<file path="config.mk">
export PLATFORM = sky130hd
export DESIGN_NAME = axi4l_master_engine_flat
export DESIGN_NICKNAME = d
export VERILOG_FILES = /design/src/rtl/axi4l_master_engine_if.sv /design/src/rtl/axi4l_master_engine.sv /design/src/flat_wrapper.sv
export SDC_FILE = /design/constraint.sdc
export NUM_CORES = 1
export LEC_CHECK = 0
export BUFFER_PORTS_ARGS = -buffer_cell sky130_fd_sc_hd__buf_4
export CAP_MARGIN = 20
export CORE_MARGIN = 3
export CORE_UTILIZATION = 40
export DETAILED_ROUTE_END_ITERATION = 6
export PLACE_DENSITY_LB_ADDON = 0.2
export SLEW_MARGIN = 5
export SYNTH_ARGS = -nofsm -noshare
export SYNTH_HDL_FRONTEND = slang
export SYNTH_SLANG_ARGS = --single-unit
</file>
<file path="constraint.sdc">
create_clock -name aclk -period 1.7 [get_ports aclk]
set_input_delay 0.085 -clock aclk [delete_from_list [all_inputs] [get_ports aclk]]
set_output_delay 0.085 -clock aclk [all_outputs]
set_load 0.005 [all_outputs]
</file>
<file path="src/rtl/axi4l_master_engine_if.sv">
// AXI4-Lite bus bundle between the command engine (master) and an interconnect (slave).
// Channels: AW (awaddr/awprot/awvalid/awready), W (wdata/wstrb/wvalid/wready),
//           B (bresp/bvalid/bready), AR (araddr/arprot/arvalid/arready),
//           R (rdata/rresp/rvalid/rready).
interface axi4l_master_engine_if #(
  parameter int unsigned ADDR_WIDTH = 32,
  parameter int unsigned DATA_WIDTH = 32
);
  localparam int unsigned STRB_WIDTH = DATA_WIDTH / 8;

  logic [ADDR_WIDTH-1:0] awaddr;
  logic [2:0]            awprot;
  logic                  awvalid;
  logic                  awready;
  logic [DATA_WIDTH-1:0] wdata;
  logic [STRB_WIDTH-1:0] wstrb;
  logic                  wvalid;
  logic                  wready;
  logic [1:0]            bresp;
  logic                  bvalid;
  logic                  bready;
  logic [ADDR_WIDTH-1:0] araddr;
  logic [2:0]            arprot;
  logic                  arvalid;
  logic                  arready;
  logic [DATA_WIDTH-1:0] rdata;
  logic [1:0]            rresp;
  logic                  rvalid;
  logic                  rready;

  modport master (
    output awaddr, awprot, awvalid, wdata, wstrb, wvalid, bready,
           araddr, arprot, arvalid, rready,
    input  awready, wready, bresp, bvalid, arready, rdata, rresp, rvalid
  );

  modport slave (
    input  awaddr, awprot, awvalid, wdata, wstrb, wvalid, bready,
           araddr, arprot, arvalid, rready,
    output awready, wready, bresp, bvalid, arready, rdata, rresp, rvalid
  );
endinterface

</file>
<file path="src/rtl/axi4l_master_engine.sv">
// Single-outstanding AXI4-Lite master: one command in, one bus transaction, one response out.
// Ports:
//   aclk, aresetn            clock, synchronous active-low reset
//   cmd_*_i / cmd_ready_o    command stream (write flag, addr, wdata, wstrb, prot)
//   rsp_*_o / rsp_ready_i    response stream (write echo, rdata, resp code)
//   timeout_o, timeout_clr_i sticky bus-hang flag and its clear
//   m_axi                    AXI4-Lite master modport
module axi4l_master_engine #(
  parameter int unsigned ADDR_WIDTH     = 32,
  parameter int unsigned DATA_WIDTH     = 32,
  parameter int unsigned TIMEOUT_CYCLES = 1024
) (
  input  logic                    aclk,
  input  logic                    aresetn,
  input  logic                    cmd_valid_i,
  output logic                    cmd_ready_o,
  input  logic                    cmd_write_i,
  input  logic [ADDR_WIDTH-1:0]   cmd_addr_i,
  input  logic [DATA_WIDTH-1:0]   cmd_wdata_i,
  input  logic [DATA_WIDTH/8-1:0] cmd_wstrb_i,
  input  logic [2:0]              cmd_prot_i,
  output logic                    rsp_valid_o,
  input  logic                    rsp_ready_i,
  output logic                    rsp_write_o,
  output logic [DATA_WIDTH-1:0]   rsp_rdata_o,
  output logic [1:0]              rsp_resp_o,
  output logic                    timeout_o,
  input  logic                    timeout_clr_i,
  axi4l_master_engine_if.master   m_axi
);
  localparam int unsigned STRB_WIDTH = DATA_WIDTH / 8;
  localparam int unsigned CNT_WIDTH  = (TIMEOUT_CYCLES == 0) ? 1 : $clog2(TIMEOUT_CYCLES + 1);
  localparam logic [CNT_WIDTH-1:0] CNT_MAX = CNT_WIDTH'(TIMEOUT_CYCLES);
  localparam bit TO_EN = (TIMEOUT_CYCLES != 0);

  if (!((DATA_WIDTH == 32) || (DATA_WIDTH == 64))) begin : g_bad_data_width
    $error("axi4l_master_engine: DATA_WIDTH must be 32 or 64");
  end

  typedef enum logic [2:0] {
    S_IDLE, S_WR_AW_W, S_WR_B, S_RD_AR, S_RD_R, S_RSP
  } state_e;

  state_e                state_q, state_d;
  logic [ADDR_WIDTH-1:0] addr_q, addr_d;
  logic [DATA_WIDTH-1:0] wdata_q, wdata_d;
  logic [STRB_WIDTH-1:0] wstrb_q, wstrb_d;
  logic [2:0]            prot_q, prot_d;
  logic                  awvalid_q, awvalid_d;
  logic                  wvalid_q, wvalid_d;
  logic                  bready_q, bready_d;
  logic                  arvalid_q, arvalid_d;
  logic                  rready_q, rready_d;
  logic                  rsp_valid_q, rsp_valid_d;
  logic                  rsp_write_q, rsp_write_d;
  logic [DATA_WIDTH-1:0] rsp_rdata_q, rsp_rdata_d;
  logic [1:0]            rsp_resp_q, rsp_resp_d;
  logic                  timeout_q, timeout_d;
  logic [CNT_WIDTH-1:0]  tcnt_q, tcnt_d;

  // State and output registers
  always_ff @(posedge aclk) begin
    if (!aresetn) begin
      state_q     <= S_IDLE;
      addr_q      <= '0;
      wdata_q     <= '0;
      wstrb_q     <= '0;
      prot_q      <= '0;
      awvalid_q   <= 1'b0;
      wvalid_q    <= 1'b0;
      bready_q    <= 1'b0;
      arvalid_q   <= 1'b0;
      rready_q    <= 1'b0;
      rsp_valid_q <= 1'b0;
      rsp_write_q <= 1'b0;
      rsp_rdata_q <= '0;
      rsp_resp_q  <= '0;
      timeout_q   <= 1'b0;
      tcnt_q      <= '0;
    end else begin
      state_q     <= state_d;
      addr_q      <= addr_d;
      wdata_q     <= wdata_d;
      wstrb_q     <= wstrb_d;
      prot_q      <= prot_d;
      awvalid_q   <= awvalid_d;
      wvalid_q    <= wvalid_d;
      bready_q    <= bready_d;
      arvalid_q   <= arvalid_d;
      rready_q    <= rready_d;
      rsp_valid_q <= rsp_valid_d;
      rsp_write_q <= rsp_write_d;
      rsp_rdata_q <= rsp_rdata_d;
      rsp_resp_q  <= rsp_resp_d;
      timeout_q   <= timeout_d;
      tcnt_q      <= tcnt_d;
    end
  end

  // Next-state, channel sequencing and hang timer
  always_comb begin
    state_d     = state_q;
    addr_d      = addr_q;
    wdata_d     = wdata_q;
    wstrb_d     = wstrb_q;
    prot_d      = prot_q;
    awvalid_d   = awvalid_q;
    wvalid_d    = wvalid_q;
    bready_d    = bready_q;
    arvalid_d   = arvalid_q;
    rready_d    = rready_q;
    rsp_valid_d = rsp_valid_q;
    rsp_write_d = rsp_write_q;
    rsp_rdata_d = rsp_rdata_q;
    rsp_resp_d  = rsp_resp_q;
    timeout_d   = timeout_q;
    tcnt_d      = '0;

    unique case (state_q)
      S_IDLE: begin
        if (cmd_valid_i) begin
          addr_d  = cmd_addr_i;
          wdata_d = cmd_wdata_i;
          wstrb_d = cmd_wstrb_i;
          prot_d  = cmd_prot_i;
          if (cmd_write_i) begin
            awvalid_d = 1'b1;
            wvalid_d  = 1'b1;
            state_d   = S_WR_AW_W;
          end else begin
            arvalid_d = 1'b1;
            state_d   = S_RD_AR;
          end
        end
      end
      S_WR_AW_W: begin
        // AW and W retire independently; B opens only once both are gone
        if (awvalid_q && m_axi.awready) awvalid_d = 1'b0;
        if (wvalid_q && m_axi.wready)   wvalid_d  = 1'b0;
        if (!awvalid_d && !wvalid_d) begin
          bready_d = 1'b1;
          state_d  = S_WR_B;
        end
      end
      S_WR_B: begin
        if (bready_q && m_axi.bvalid) begin
          bready_d    = 1'b0;
          rsp_write_d = 1'b1;
          rsp_rdata_d = '0;
          rsp_resp_d  = m_axi.bresp;
          rsp_valid_d = 1'b1;
          state_d     = S_RSP;
        end
      end
      S_RD_AR: begin
        if (arvalid_q && m_axi.arready) begin
          arvalid_d = 1'b0;
          rready_d  = 1'b1;
          state_d   = S_RD_R;
        end
      end
      S_RD_R: begin
        if (rready_q && m_axi.rvalid) begin
          rready_d    = 1'b0;
          rsp_write_d = 1'b0;
          rsp_rdata_d = m_axi.rdata;
          rsp_resp_d  = m_axi.rresp;
          rsp_valid_d = 1'b1;
          state_d     = S_RSP;
        end
      end
      S_RSP: begin
        if (rsp_ready_i) begin
          rsp_valid_d = 1'b0;
          state_d     = S_IDLE;
        end
      end
      default: state_d = S_IDLE;
    endcase

    // Saturating hang counter; only bus-wait states advance it
    if (state_q inside {S_WR_AW_W, S_WR_B, S_RD_AR, S_RD_R}) begin
      tcnt_d = (tcnt_q == CNT_MAX) ? tcnt_q : tcnt_q + CNT_WIDTH'(1);
    end

    // Setting only from a clear flag lets a clear show for one cycle, then re-arm
    if (timeout_clr_i) timeout_d = 1'b0;
    if (TO_EN && (tcnt_q == CNT_MAX) && !timeout_q) timeout_d = 1'b1;
  end

  assign cmd_ready_o   = (state_q == S_IDLE);
  assign rsp_valid_o   = rsp_valid_q;
  assign rsp_write_o   = rsp_write_q;
  assign rsp_rdata_o   = rsp_rdata_q;
  assign rsp_resp_o    = rsp_resp_q;
  assign timeout_o     = timeout_q;

  assign m_axi.awaddr  = addr_q;
  assign m_axi.awprot  = prot_q;
  assign m_axi.awvalid = awvalid_q;
  assign m_axi.wdata   = wdata_q;
  assign m_axi.wstrb   = wstrb_q;
  assign m_axi.wvalid  = wvalid_q;
  assign m_axi.bready  = bready_q;
  assign m_axi.araddr  = addr_q;
  assign m_axi.arprot  = prot_q;
  assign m_axi.arvalid = arvalid_q;
  assign m_axi.rready  = rready_q;
endmodule

</file>
<file path="src/flat_wrapper.sv">
// flat-port wrapper written by rule: the top's interface ports become plain ports
module axi4l_master_engine_flat 
#(
  parameter int unsigned ADDR_WIDTH     = 32,
  parameter int unsigned DATA_WIDTH     = 32,
  parameter int unsigned TIMEOUT_CYCLES = 1024
)
  (aclk, aresetn, cmd_valid_i, cmd_ready_o, cmd_write_i, cmd_addr_i, cmd_wdata_i, cmd_wstrb_i, cmd_prot_i, rsp_valid_o, rsp_ready_i, rsp_write_o, rsp_rdata_o, rsp_resp_o, timeout_o, timeout_clr_i, m_axi_awaddr, m_axi_awprot, m_axi_awvalid, m_axi_wdata, m_axi_wstrb, m_axi_wvalid, m_axi_bready, m_axi_araddr, m_axi_arprot, m_axi_arvalid, m_axi_rready, m_axi_awready, m_axi_wready, m_axi_bresp, m_axi_bvalid, m_axi_arready, m_axi_rdata, m_axi_rresp, m_axi_rvalid);
  axi4l_master_engine_if #(.ADDR_WIDTH(ADDR_WIDTH), .DATA_WIDTH(DATA_WIDTH)) m_axi_i ();
  input  logic aclk;
  input  logic aresetn;
  input  logic cmd_valid_i;
  output logic cmd_ready_o;
  input  logic cmd_write_i;
  input  logic [ADDR_WIDTH-1:0] cmd_addr_i;
  input  logic [DATA_WIDTH-1:0] cmd_wdata_i;
  input  logic [DATA_WIDTH/8-1:0] cmd_wstrb_i;
  input  logic [2:0] cmd_prot_i;
  output logic rsp_valid_o;
  input  logic rsp_ready_i;
  output logic rsp_write_o;
  output logic [DATA_WIDTH-1:0] rsp_rdata_o;
  output logic [1:0] rsp_resp_o;
  output logic timeout_o;
  input  logic timeout_clr_i;
  output wire logic [$bits(m_axi_i.awaddr)-1:0] m_axi_awaddr;
  output wire logic [$bits(m_axi_i.awprot)-1:0] m_axi_awprot;
  output wire logic [$bits(m_axi_i.awvalid)-1:0] m_axi_awvalid;
  output wire logic [$bits(m_axi_i.wdata)-1:0] m_axi_wdata;
  output wire logic [$bits(m_axi_i.wstrb)-1:0] m_axi_wstrb;
  output wire logic [$bits(m_axi_i.wvalid)-1:0] m_axi_wvalid;
  output wire logic [$bits(m_axi_i.bready)-1:0] m_axi_bready;
  output wire logic [$bits(m_axi_i.araddr)-1:0] m_axi_araddr;
  output wire logic [$bits(m_axi_i.arprot)-1:0] m_axi_arprot;
  output wire logic [$bits(m_axi_i.arvalid)-1:0] m_axi_arvalid;
  output wire logic [$bits(m_axi_i.rready)-1:0] m_axi_rready;
  input wire logic [$bits(m_axi_i.awready)-1:0] m_axi_awready;
  input wire logic [$bits(m_axi_i.wready)-1:0] m_axi_wready;
  input wire logic [$bits(m_axi_i.bresp)-1:0] m_axi_bresp;
  input wire logic [$bits(m_axi_i.bvalid)-1:0] m_axi_bvalid;
  input wire logic [$bits(m_axi_i.arready)-1:0] m_axi_arready;
  input wire logic [$bits(m_axi_i.rdata)-1:0] m_axi_rdata;
  input wire logic [$bits(m_axi_i.rresp)-1:0] m_axi_rresp;
  input wire logic [$bits(m_axi_i.rvalid)-1:0] m_axi_rvalid;
  assign m_axi_awaddr = m_axi_i.awaddr;
  assign m_axi_awprot = m_axi_i.awprot;
  assign m_axi_awvalid = m_axi_i.awvalid;
  assign m_axi_wdata = m_axi_i.wdata;
  assign m_axi_wstrb = m_axi_i.wstrb;
  assign m_axi_wvalid = m_axi_i.wvalid;
  assign m_axi_bready = m_axi_i.bready;
  assign m_axi_araddr = m_axi_i.araddr;
  assign m_axi_arprot = m_axi_i.arprot;
  assign m_axi_arvalid = m_axi_i.arvalid;
  assign m_axi_rready = m_axi_i.rready;
  assign m_axi_i.awready = m_axi_awready;
  assign m_axi_i.wready = m_axi_wready;
  assign m_axi_i.bresp = m_axi_bresp;
  assign m_axi_i.bvalid = m_axi_bvalid;
  assign m_axi_i.arready = m_axi_arready;
  assign m_axi_i.rdata = m_axi_rdata;
  assign m_axi_i.rresp = m_axi_rresp;
  assign m_axi_i.rvalid = m_axi_rvalid;
  axi4l_master_engine #(.ADDR_WIDTH(ADDR_WIDTH), .DATA_WIDTH(DATA_WIDTH), .TIMEOUT_CYCLES(TIMEOUT_CYCLES)) u_core (.aclk(aclk), .aresetn(aresetn), .cmd_valid_i(cmd_valid_i), .cmd_ready_o(cmd_ready_o), .cmd_write_i(cmd_write_i), .cmd_addr_i(cmd_addr_i), .cmd_wdata_i(cmd_wdata_i), .cmd_wstrb_i(cmd_wstrb_i), .cmd_prot_i(cmd_prot_i), .rsp_valid_o(rsp_valid_o), .rsp_ready_i(rsp_ready_i), .rsp_write_o(rsp_write_o), .rsp_rdata_o(rsp_rdata_o), .rsp_resp_o(rsp_resp_o), .timeout_o(timeout_o), .timeout_clr_i(timeout_clr_i), .m_axi(m_axi_i));
endmodule
</file>
# Yosys cells after proc, flatten, opt, wreduce, memory -nomap -nowiden
# Cells that the tools add are included.
dict set report op_classes {
  n_addsub 1
  eq_ne 14
  muxes 39
  n_reduce_logical 28
}
# op count
set ops {}
lappend ops {{$mux 32} 2}
lappend ops {{$pmux 32 s2} 1}
lappend ops {{$mux 1} 18}
lappend ops {{$mux 3} 6}
lappend ops {{$pmux 3 s6} 1}
lappend ops {{$pmux 1 s2} 6}
lappend ops {{$reduce_and 3->1} 4}
lappend ops {{$reduce_bool 2->1} 6}
lappend ops {{$add 11x1->11 const B} 1}
lappend ops {{$eq 11x11->1 const B} 1}
lappend ops {{$ne 2x1->1 const B} 5}
lappend ops {{$reduce_and 4->1} 2}
lappend ops {{$logic_and 1x1->1} 7}
lappend ops {{$eq 3x2->1 const B} 2}
lappend ops {{$eq 3x3->1 const B} 2}
lappend ops {{$mux 2} 3}
lappend ops {{$ne 2x2->1 const B} 3}
lappend ops {{$reduce_and 6->1} 1}
lappend ops {{$pmux 2 s2} 1}
lappend ops {{$reduce_and 2->1} 2}
lappend ops {{$reduce_bool 4->1} 1}
lappend ops {{$eq 3x1->1 const B} 1}
lappend ops {{$logic_not 1->1} 3}
lappend ops {{$logic_not 3->1} 1}
lappend ops {{other kinds (2)} 2}
dict set report word_totals {
  reg_bits 127
  input_bits 118
  out_inout_bits 149
  elab_cells 98
}

# Depth between registers and ports, before layout
# Gate-level depths: netlist (run 1).
dict set report depth {
  ltp_word 7
  ltp_mapped 7
}

# Worst setup path after synthesis (run 1)
# No wires, ideal clock.
dict set report synth_timing {
  path_type {register to register}
  start {register u_core.state_q[2]}
  end {register u_core.rsp_rdata_q[10], in the netlist u_core.rsp_rdata_o[10]}
  setup_time_ns 0.070
  arrival_ns 1.291
  required_time_ns 1.630
  path_slack_ns 0.339
  stages_incl_launch_ff 7
  path_buffers 2
  period_less_slack_ns 1.361
  cell_sequence {dfxtp_1 -> buf_6 -> nor3b_2 -> a22o_4 -> clkbuf_1 -> o21ai_1 -> a21boi_1}
}
dict set report synth_via {
  elab_chain_len 3
}
# item line_no
set synth_rtl {}
lappend synth_rtl {{start, declared} axi4l_master_engine.sv:44} ;# state_e state_q, state_d;
lappend synth_rtl {{start signal, assigned} axi4l_master_engine.sv:81} ;# state_q <= state_d;
lappend synth_rtl {{$eq 3x2->1 / $eq 3x3->1 (equally long branches)} axi4l_master_engine.sv:119} ;# unique case (state_q)
lappend synth_rtl {{$ne 2x1->1 (no line) / $reduce_bool 2->1 (equally long branches)} -}
lappend synth_rtl {{$reduce_and 3->1 (no line)} -}
lappend synth_rtl {{end signal, assigned} axi4l_master_engine.sv:93} ;# rsp_rdata_q <= rsp_rdata_d;
lappend synth_rtl {{end, declared} axi4l_master_engine.sv:56} ;# logic [DATA_WIDTH-1:0] rsp_rdata_q, rsp_rdata_d;
# Parallel ways exist; a longest one is shown, timed or not.
# A chain may end at the register's enable or synchronous reset.

# Final worst setup path (run 1)
dict set report layout_timing {
  start {register u_core.state_q[1]}
  end {register u_core.rsp_rdata_q[2], in the netlist u_core.rsp_rdata_o[2]}
}
# The elaborated chain is that of the path after synthesis.

==> metrics list, run 1 <==
- The flow ran to the end, and the final reports show no timing, DRC or antenna violations.
- VDD sags by at most slightly above 0.0006 V.
- Leading post-synthesis cells by cell area: sky130_fd_sc_hd__dfxtp_1 (47%), sky130_fd_sc_hd__a21boi_1 (15%), sky130_fd_sc_hd__nand2_1 (14%)
* Number of remaining DRC errors: 0
- Count of nets left with antenna violations after detail routing: 0
- TritonCTS buffer count: 17
* PortBufs: 266
- The max-slew violation count was 0.
- The analysis attributes to net switching a power of 3.18 mW.
* Clk sink count: 127
- Worst Path Class, Setup: register to register
* Reg2reg setup slack: between 0.1 and 0.15 ns
* Maximum number of pins on one net before global-route repair: a little over 60
* Worst clock skew on the final layout: approximately 0.0066 ns
* Insertion delay to the later sink of the worst-skew pair: a little over 0.4 ns
* Global-route wire length before repair: roughly 26 mm
- The tool flagged a number of max-cap violations equal to 0.
- Relative slew slack: around 76%
- Post-CTS timing repair inserted 0 buffers for setup.
* Area growth from synthesis to layout: 66.0%
- Wire length on met1: a little under 7 mm
- Most used flip-flop cell after synthesis: sky130_fd_sc_hd__dfxtp_1
- Net count after synthesis: 749
- Total via count in the routed design: between 5000 and 6000
- STA classifies the critical path endpoint as a register.
- At the pin with the least slew margin, the transition time is approximately 0.36 ns.
- Vias in the first global route: 5428
- Synth Area per Inst: between 8 and 9 um^2
- The floorplan step set the die height to ~120 um.
- Detail Placement HPWL: around 11 mm
- Beginning of the worst register-to-register path: u_core.state_q[1]
* Tmin final: approximately 1.6 ns
* Worst hold-check slack: 0.0966 ns
- Portion of the post-synthesis area used by sequential elements: approximately 47%
- In this run, synthesis inferred 0 flip-flops with an integrated enable.
- Path class of the lowest-slack min-delay path: input port to register
- The region available for standard cell placement spans between 10000 and 15000 um^2.
* Unrepaired setup endpoints after global routing: false
- Once placement finished, the instance area stood at approximately 7300 um^2.
* Cell count of the worst reg-to-reg path: 5
* Cell-internal power: approximately 7.3 mW
* Worst hold start: m_axi_bresp[0]
- In the synthesized netlist the async set-or-reset flop fraction comes to 0%.
- Starting density of the core: a little over two fifths
- Number of warnings printed during yosys synthesis: 0
- The die covers approximately 15000 um^2.
- Clock share of power: approximately a third
- Power Dens Cells: between 1000 and 1500 nW/um^2
- After synthesis the cells add up to between 5000 and 6000 um^2.
- Switching share of power: a little under a third
- In the routed layout, each cell is associated on average with a via count of roughly 4.8.
- The path with the worst hold slack has its endpoint at u_core.rsp_resp_o[0].
- Hold Crit Depth: 4
* Met3 wire length: between 1.5 and 2 mm
- Setup violations remaining at the end of the flow were counted as 0.
- Row count: 41
- The total overflow left after global routing is 0.
* Routed wire length per instance: ~15 um
* Final Hold Fails: 0
- Static leakage power: slightly below 4 nW
- At the end of routability-driven placement, the weighted congestion stood at roughly 0.80.
- After routing the design area is roughly 8900 um^2.
* Detailed Route Iter0 Violations: 250
- Leading cell types by count after synthesis: sky130_fd_sc_hd__nand2_1 (194), sky130_fd_sc_hd__dfxtp_1 (127), sky130_fd_sc_hd__a21boi_1 (110), sky130_fd_sc_hd__buf_4 (45), sky130_fd_sc_hd__clkbuf_1 (23)
- Routed wl met2: around 8.4 mm
* Library cell occupying the most area in the post-synthesis netlist: sky130_fd_sc_hd__dfxtp_1
* Clock transition time at the flip-flop clock pins of the worst setup and hold paths: about 0.050 ns
* Sequential Power Share: 35.7%
- Maximum level of the CTS H-tree: 4
* Fraction of post-synthesis cell area in the top cell type by area: between 40% and 50%
- In this run the worst path has a maximum fanout of 25.
* Layout cells sized above 1: approximately a third
- Sum of negative setup slack: 0 ns
- Achievable frequency: approximately 640 MHz
- Cells after Synth: 629
* Critical path required time: approximately 2.0 ns
- Number of optimization iterations in the first detailed-route pass: 4
* Total track usage: 21.9%
- The number of antenna violations at the first check in global routing was 0.
- Critical path launch point type: register
* Fin crit share: 92.2%
* Endpoint of the lowest-slack register-to-register path: u_core.rsp_rdata_o[2]
* Leading cell type by number of instances after synthesis: sky130_fd_sc_hd__nand2_1
- After synthesis the netlist holds a flip-flop and latch count of about 130.
* Die width: 122 um
* Clock tree from TritonCTS: yes
* Uppermost metal layer occupied by signal nets: met4
* Number of nets at the end of the flow: ~1100
* Worst-case clock buffer depth: 2
- In this run the clock root is driven by a sky130_fd_sc_hd__clkbuf_16.
* Netlist cell types: between 40 and 50
- STA puts the critical path data arrival time at 1.85 ns.
- During I/O placement, the number of pins put on the boundary was between 200 and 300.
* Comb pwr share: between 30% and 40%
- For this block, the routed nets add up to 17.1 mm of wire.
==> worst max-delay path, cell delays in order (launching register included) <==
cell                       delay, ns
sky130_fd_sc_hd__dfxtp_1        0.46
sky130_fd_sc_hd__nand2b_1       0.18
sky130_fd_sc_hd__a22o_4         0.32
sky130_fd_sc_hd__buf_12         0.18
sky130_fd_sc_hd__o21ai_0        0.21
sky130_fd_sc_hd__a21boi_1       0.10
==> worst max path at each step <==
stage / depth (start not counted) / startpoint / to
finish: 5 / u_core.state_q[1] / u_core.rsp_rdata_o[2]
global route: 4 / u_core.tcnt_q[4] / u_core.tcnt_q[10]
CTS: 4 / u_core.state_q[2] / u_core.rsp_resp_o[1]
detailed placement: 7 / u_core.state_q[1] / u_core.m_axi.wdata[7]
global placement: 4 / u_core.state_q[0] / u_core.rsp_resp_o[1]
floorplan: 6 / u_core.state_q[2] / u_core.rsp_rdata_o[10]
==> flip-flops by register name, indices dropped and copies added (netlist names), 2 cells and up <==
signal,flops
u_core.m_axi.araddr,32
u_core.m_axi.arprot,3
u_core.m_axi.wdata,32
u_core.m_axi.wstrb,4
u_core.rsp_rdata_o,32
u_core.rsp_resp_o,2
u_core.state_q,3
u_core.tcnt_q,11
==> logic make-up (layout without fill, tap and decap cells) <==
family / after synthesis / count (layout) / synth area share, %
flops: 127 / 127 / 47.4
fa+ha+maj: 2 / 2 / 0.466
simple gates: 245 / 245 / 19.5
xor+xnor: 8 / 8 / 1.31
other cells: 0 / 1 / 0
compound gates: 159 / 159 / 20.7
buf+inv: 82 / 423 / 9.62
mux: 6 / 6 / 1.12
==> stage by stage <==
stage / std cells / power, mW / utilization (%) / setup WS (ns)
2_1_floorplan: 629 / 5.52 / - / 0.339
3_3_place_gp: 1004 / 6.77 / 56.4 / 0.195
3_5_place_dp: 1004 / 6.85 / 56.4 / 0.138
4_1_cts: 1142 / 10.5 / 69.2 / 0.112
5_1_grt: 1142 / 11.0 / 69.2 / 0.0125
6_report: 1143 / 10.5 / 69.2 / 0.132
==> cells in the final DEF (no fill, tap or decap), drive strengths merged, types with 3 or more instances in the layout <==
| cell | Yosys | final |
|---|---|---|
| buf | 54 | 280 |
| nand2 | 194 | 194 |
| dfxtp | 127 | 127 |
| a21boi | 111 | 111 |
| dlygate4sd3 | 0 | 107 |
| o21ai | 37 | 37 |
| clkbuf | 23 | 26 |
| nor2 | 15 | 15 |
| mux2i | 6 | 6 |
| xor2 | 5 | 5 |
| inv | 5 | 5 |
| nand2b | 4 | 4 |
| or3 | 4 | 4 |
| nor2b | 4 | 4 |
| nor3 | 4 | 4 |
| xnor2 | 3 | 3 |
| nor3b | 3 | 3 |
| and3 | 3 | 3 |
| nand3 | 3 | 3 |
| clkinv | 0 | 3 |
==> what timing repair did <==
item | 4_1_cts | 5_1_grt
gates resized for setup | 0 | 2
hold buffers | 107 | 0
setup endpoints to repair | 0 | 2
endpoints found under the hold margin | 107 | 0
==> layout make-up <==
class                           instances  area, um^2
Clock buffer                           26         519
Antenna cell                            1        2.50
Sequential cell                       127        2540
Fill cell                             959        3960
Tap cell                              172         215
Inverter                                5        18.8
Multi-Input combinational cell        420        2310
Clock inverter                          5        52.6
Timing Repair Buffer                  387        3250
==> power groups by stage <==
stage               sequential [mW]  clock, mW  combinational, mW
finish                         3.74       3.45               3.29
global route                   3.79       3.64               3.60
CTS                            3.73       3.51               3.28
detailed placement             3.79          0               3.07
global placement               3.75          0               3.02
floorplan                      3.72          0               1.80
==> per-layer routing <==
metal,GRT usage [%],vias up
met5,0,-
met4,8.75,0
met3,7.47,30
met2,39.2,209
met1,23.6,2567
li1,-,2698
Note: power is estimated with default switching activity, not from simulation.
==> run 2, diff against run 1 <==
- SETUP_SLACK_MARGIN: default -> 0.3
==> metrics list, run 2 (synthesis gave the netlist of run 1 again) <==
* Run status: finished clean
* Root Buffer: sky130_fd_sc_hd__clkbuf_16
- Worst hold start: m_axi_bresp[0]
* Floorplan die area: ~15000 um^2
- Fin crit share: 83.5%
- Worst-path maximum fanout: 8
* TritonCTS buffer count: 17
- Die Ht: roughly 120 um
- Worst setup startpoint: u_core.state_q[1]
- The first global-routing pass estimated roughly 27 mm of wire.
* Placeable Area: 12900 um^2
- Worst hold-check slack: 0.0889 ns
- STA puts the critical path data required time at roughly 1.6 ns.
* Number of optimization iterations in the first detailed-route pass: 4
- Crit-path max cell delay: about 0.36 ns
- TritonCTS built the clock tree.
- IR analysis of the VDD net gives a maximum drop of about 0.00066 V.
* Worst-case clock buffer depth: 2
* Cell with the largest stage delay on the worst path: sky130_fd_sc_hd__dfxtp_4
* Number of antenna violations at the first check in global routing: 0
- Achievable frequency: approximately 700 MHz
- Summed over all nets, the half-perimeter wirelength after detailed placement is 11.0 mm.
- Routed wire length: about 18 mm
* Filler cell count in the final layout: 932
* Boundary pin count: approximately 270
- Uppermost metal layer occupied by signal nets: met4
* Wire length on met1: ~7.0 mm
- Dividing the detail-routed wire length by the instance count gives between 15 and 20 um.
- In this run the core area contains 41 standard-cell rows.
- The worst setup path is of the register to output pin kind.
- Met3 wire length: 1.69 mm
- Walking the worst path, the cells encountered are buf_4 -> nor3_4 -> buf_6 -> buf_4.
- The total count of hold-check failures in the final report is 0.
- Clk sink count: roughly 130
- Path class of the lowest-slack min-delay path: input port to register
- Leaving out fill and tap cells, the most frequent cell in the layout is sky130_fd_sc_hd__buf_4.
- Total track usage: a little under a quarter
- The worst setup path is captured at an output pin.
* Detailed Route Iter0 Violations: 260
- Avg Vias per Cell: roughly 4.9
- Clock transition time at the flip-flop clock pins of the worst setup and hold paths: ~0.05 ns
* Core occupancy in the finished layout: ~71%
* Tmin final: about 1.4 ns
- Cell repeated most along the worst path: sky130_fd_sc_hd__buf_4
* Vias in the first global route: ~5500
- Count of nets left with antenna violations after detail routing: 0
- Beginning of the worst register-to-register path: u_core.state_q[1]
- Once placement finished, the instance area stood at approximately 7300 um^2.
- Together, buffers and inverters on the worst path number 3.
- Cells with a size suffix above 1 make up roughly a third of the layout.
- PortBufs: roughly 270
- Power Dens Cells: around 1200 nW/um^2
* Number of remaining DRC errors: 0
- Tot Pwr: roughly 11 mW
* Worst clock skew on the final layout: between 0.006 and 0.007 ns
- Post-route standard cell area excluding fillers: approximately 9000 um^2
* Kind of cell adding the most delay to the critical path: buffers and inverters
* Number of nets at the end of the flow: approximately 1100
- The tool flagged a number of max-cap violations equal to 0.
- Setup violations remaining at the end of the flow were counted as 0.
* Relative slew slack: 77.0%
* Insertion delay to the later sink of the worst-skew pair: slightly above 0.4 ns
* Final weighted congestion in routability-driven placement: 0.797
* Unrepaired setup endpoints after global routing: true
* Gr ovfl total: 0
* Arr. time, crit path: approximately 1.3 ns
- The worst setup path is launched from a register.
- Entering global routing, the biggest net connects 54 pins.
* Die width: around 120 um
- Total via count in the routed design: about 5700
* Area growth from synthesis to layout: 71.3%
- In the layout the commonest cells are sky130_fd_sc_hd__buf_4 (276), sky130_fd_sc_hd__nand2_1 (193), sky130_fd_sc_hd__dfxtp_1 (121).
- Sum of negative setup slack: 0 ns
* Routed wl met2: 9.31 mm
- Final max-slew violation count: 0
- Maximum level of the CTS H-tree: 4
- Once the floorplan was initialized, standard cells occupied between 40% and 50% of the core.
* Tightest Pin Transition: about 0.35 ns
- For this design the static power due to leakage is slightly above 4 nW.
==> run 2: cell types whose count changed in the layout (fill, tap and decap cells not counted), moves of 3 or more <==
cell / change
sky130_fd_sc_hd__o21ai_1: +8
sky130_fd_sc_hd__buf_6: +3
sky130_fd_sc_hd__o21ai_0: -9
sky130_fd_sc_hd__clkbuf_16: +3
sky130_fd_sc_hd__dfxtp_1: -4
sky130_fd_sc_hd__dfxtp_4: +3
==> run 2: worst paths after layout <==
kind,to,slack (ns),cells after the start
setup / recovery,cmd_ready_o,0.28,4
hold / removal,u_core.rsp_resp_o[0],0.09,4
setup reg to reg,u_core.m_axi.wdata[28],0.31,6
hold reg to reg,u_core.m_axi.wdata[24],0.45,2
==> run 2: report_power, final <==
part / total [mW] / internal (mW) / switching (mW) / leakage, nW
Combinational: 3.83 / 1.99 / 1.83 / 2.71
Sequential: 3.77 / 3.41 / 0.357 / 1.04
Clock: 3.45 / 2.23 / 1.22 / 0.282
==> run 2: per-layer routing <==
layer / vias to the layer above / track usage (%)
li1: 2726 / -
met3: 28 / 7.47
met2: 253 / 41.3
met1: 2650 / 24.5
met5: - / 0
met4: 0 / 8.61
==> run 2: cell type report <==
cell class / count / area, um^2 / share of cell area, %
multi-input cells: 420 / 2400 / 26.1
flip-flops and latches: 127 / 2560 / 27.8
diodes: 2 / 5.00 / 0.0544
repair buffers: 397 / 3430 / 37.3
inverters: 5 / 18.8 / 0.204
clock inverters: 5 / 52.6 / 0.572
clock buffers: 26 / 519 / 5.65
well taps: 172 / 215 / 2.34
==> run 2: stage by stage <==
step	setup WS [ns]	cells
detailed placement	0.138	1004
CTS	0.250	1147
finish	0.280	1154
floorplan	0.339	629
global placement	0.195	1004
global route	0.224	1152
==> run 2: what timing repair did <==
action                     CTS  global route
resized for setup           14            24
setup endpoints to repair  123           121
buffers inserted             3             2
cloned                       2             3
pin swaps                    2             6
hold buffers               107             0
hold endpoints to repair   107             0
==> run 2: tightest hold or removal path, delay by kind of cell <==
kind / cells / cell delay, ns
buf+inv: 1 / 0.11
compound gates: 1 / 0.05
simple gates: 1 / 0.11
mux: 1 / 0.10
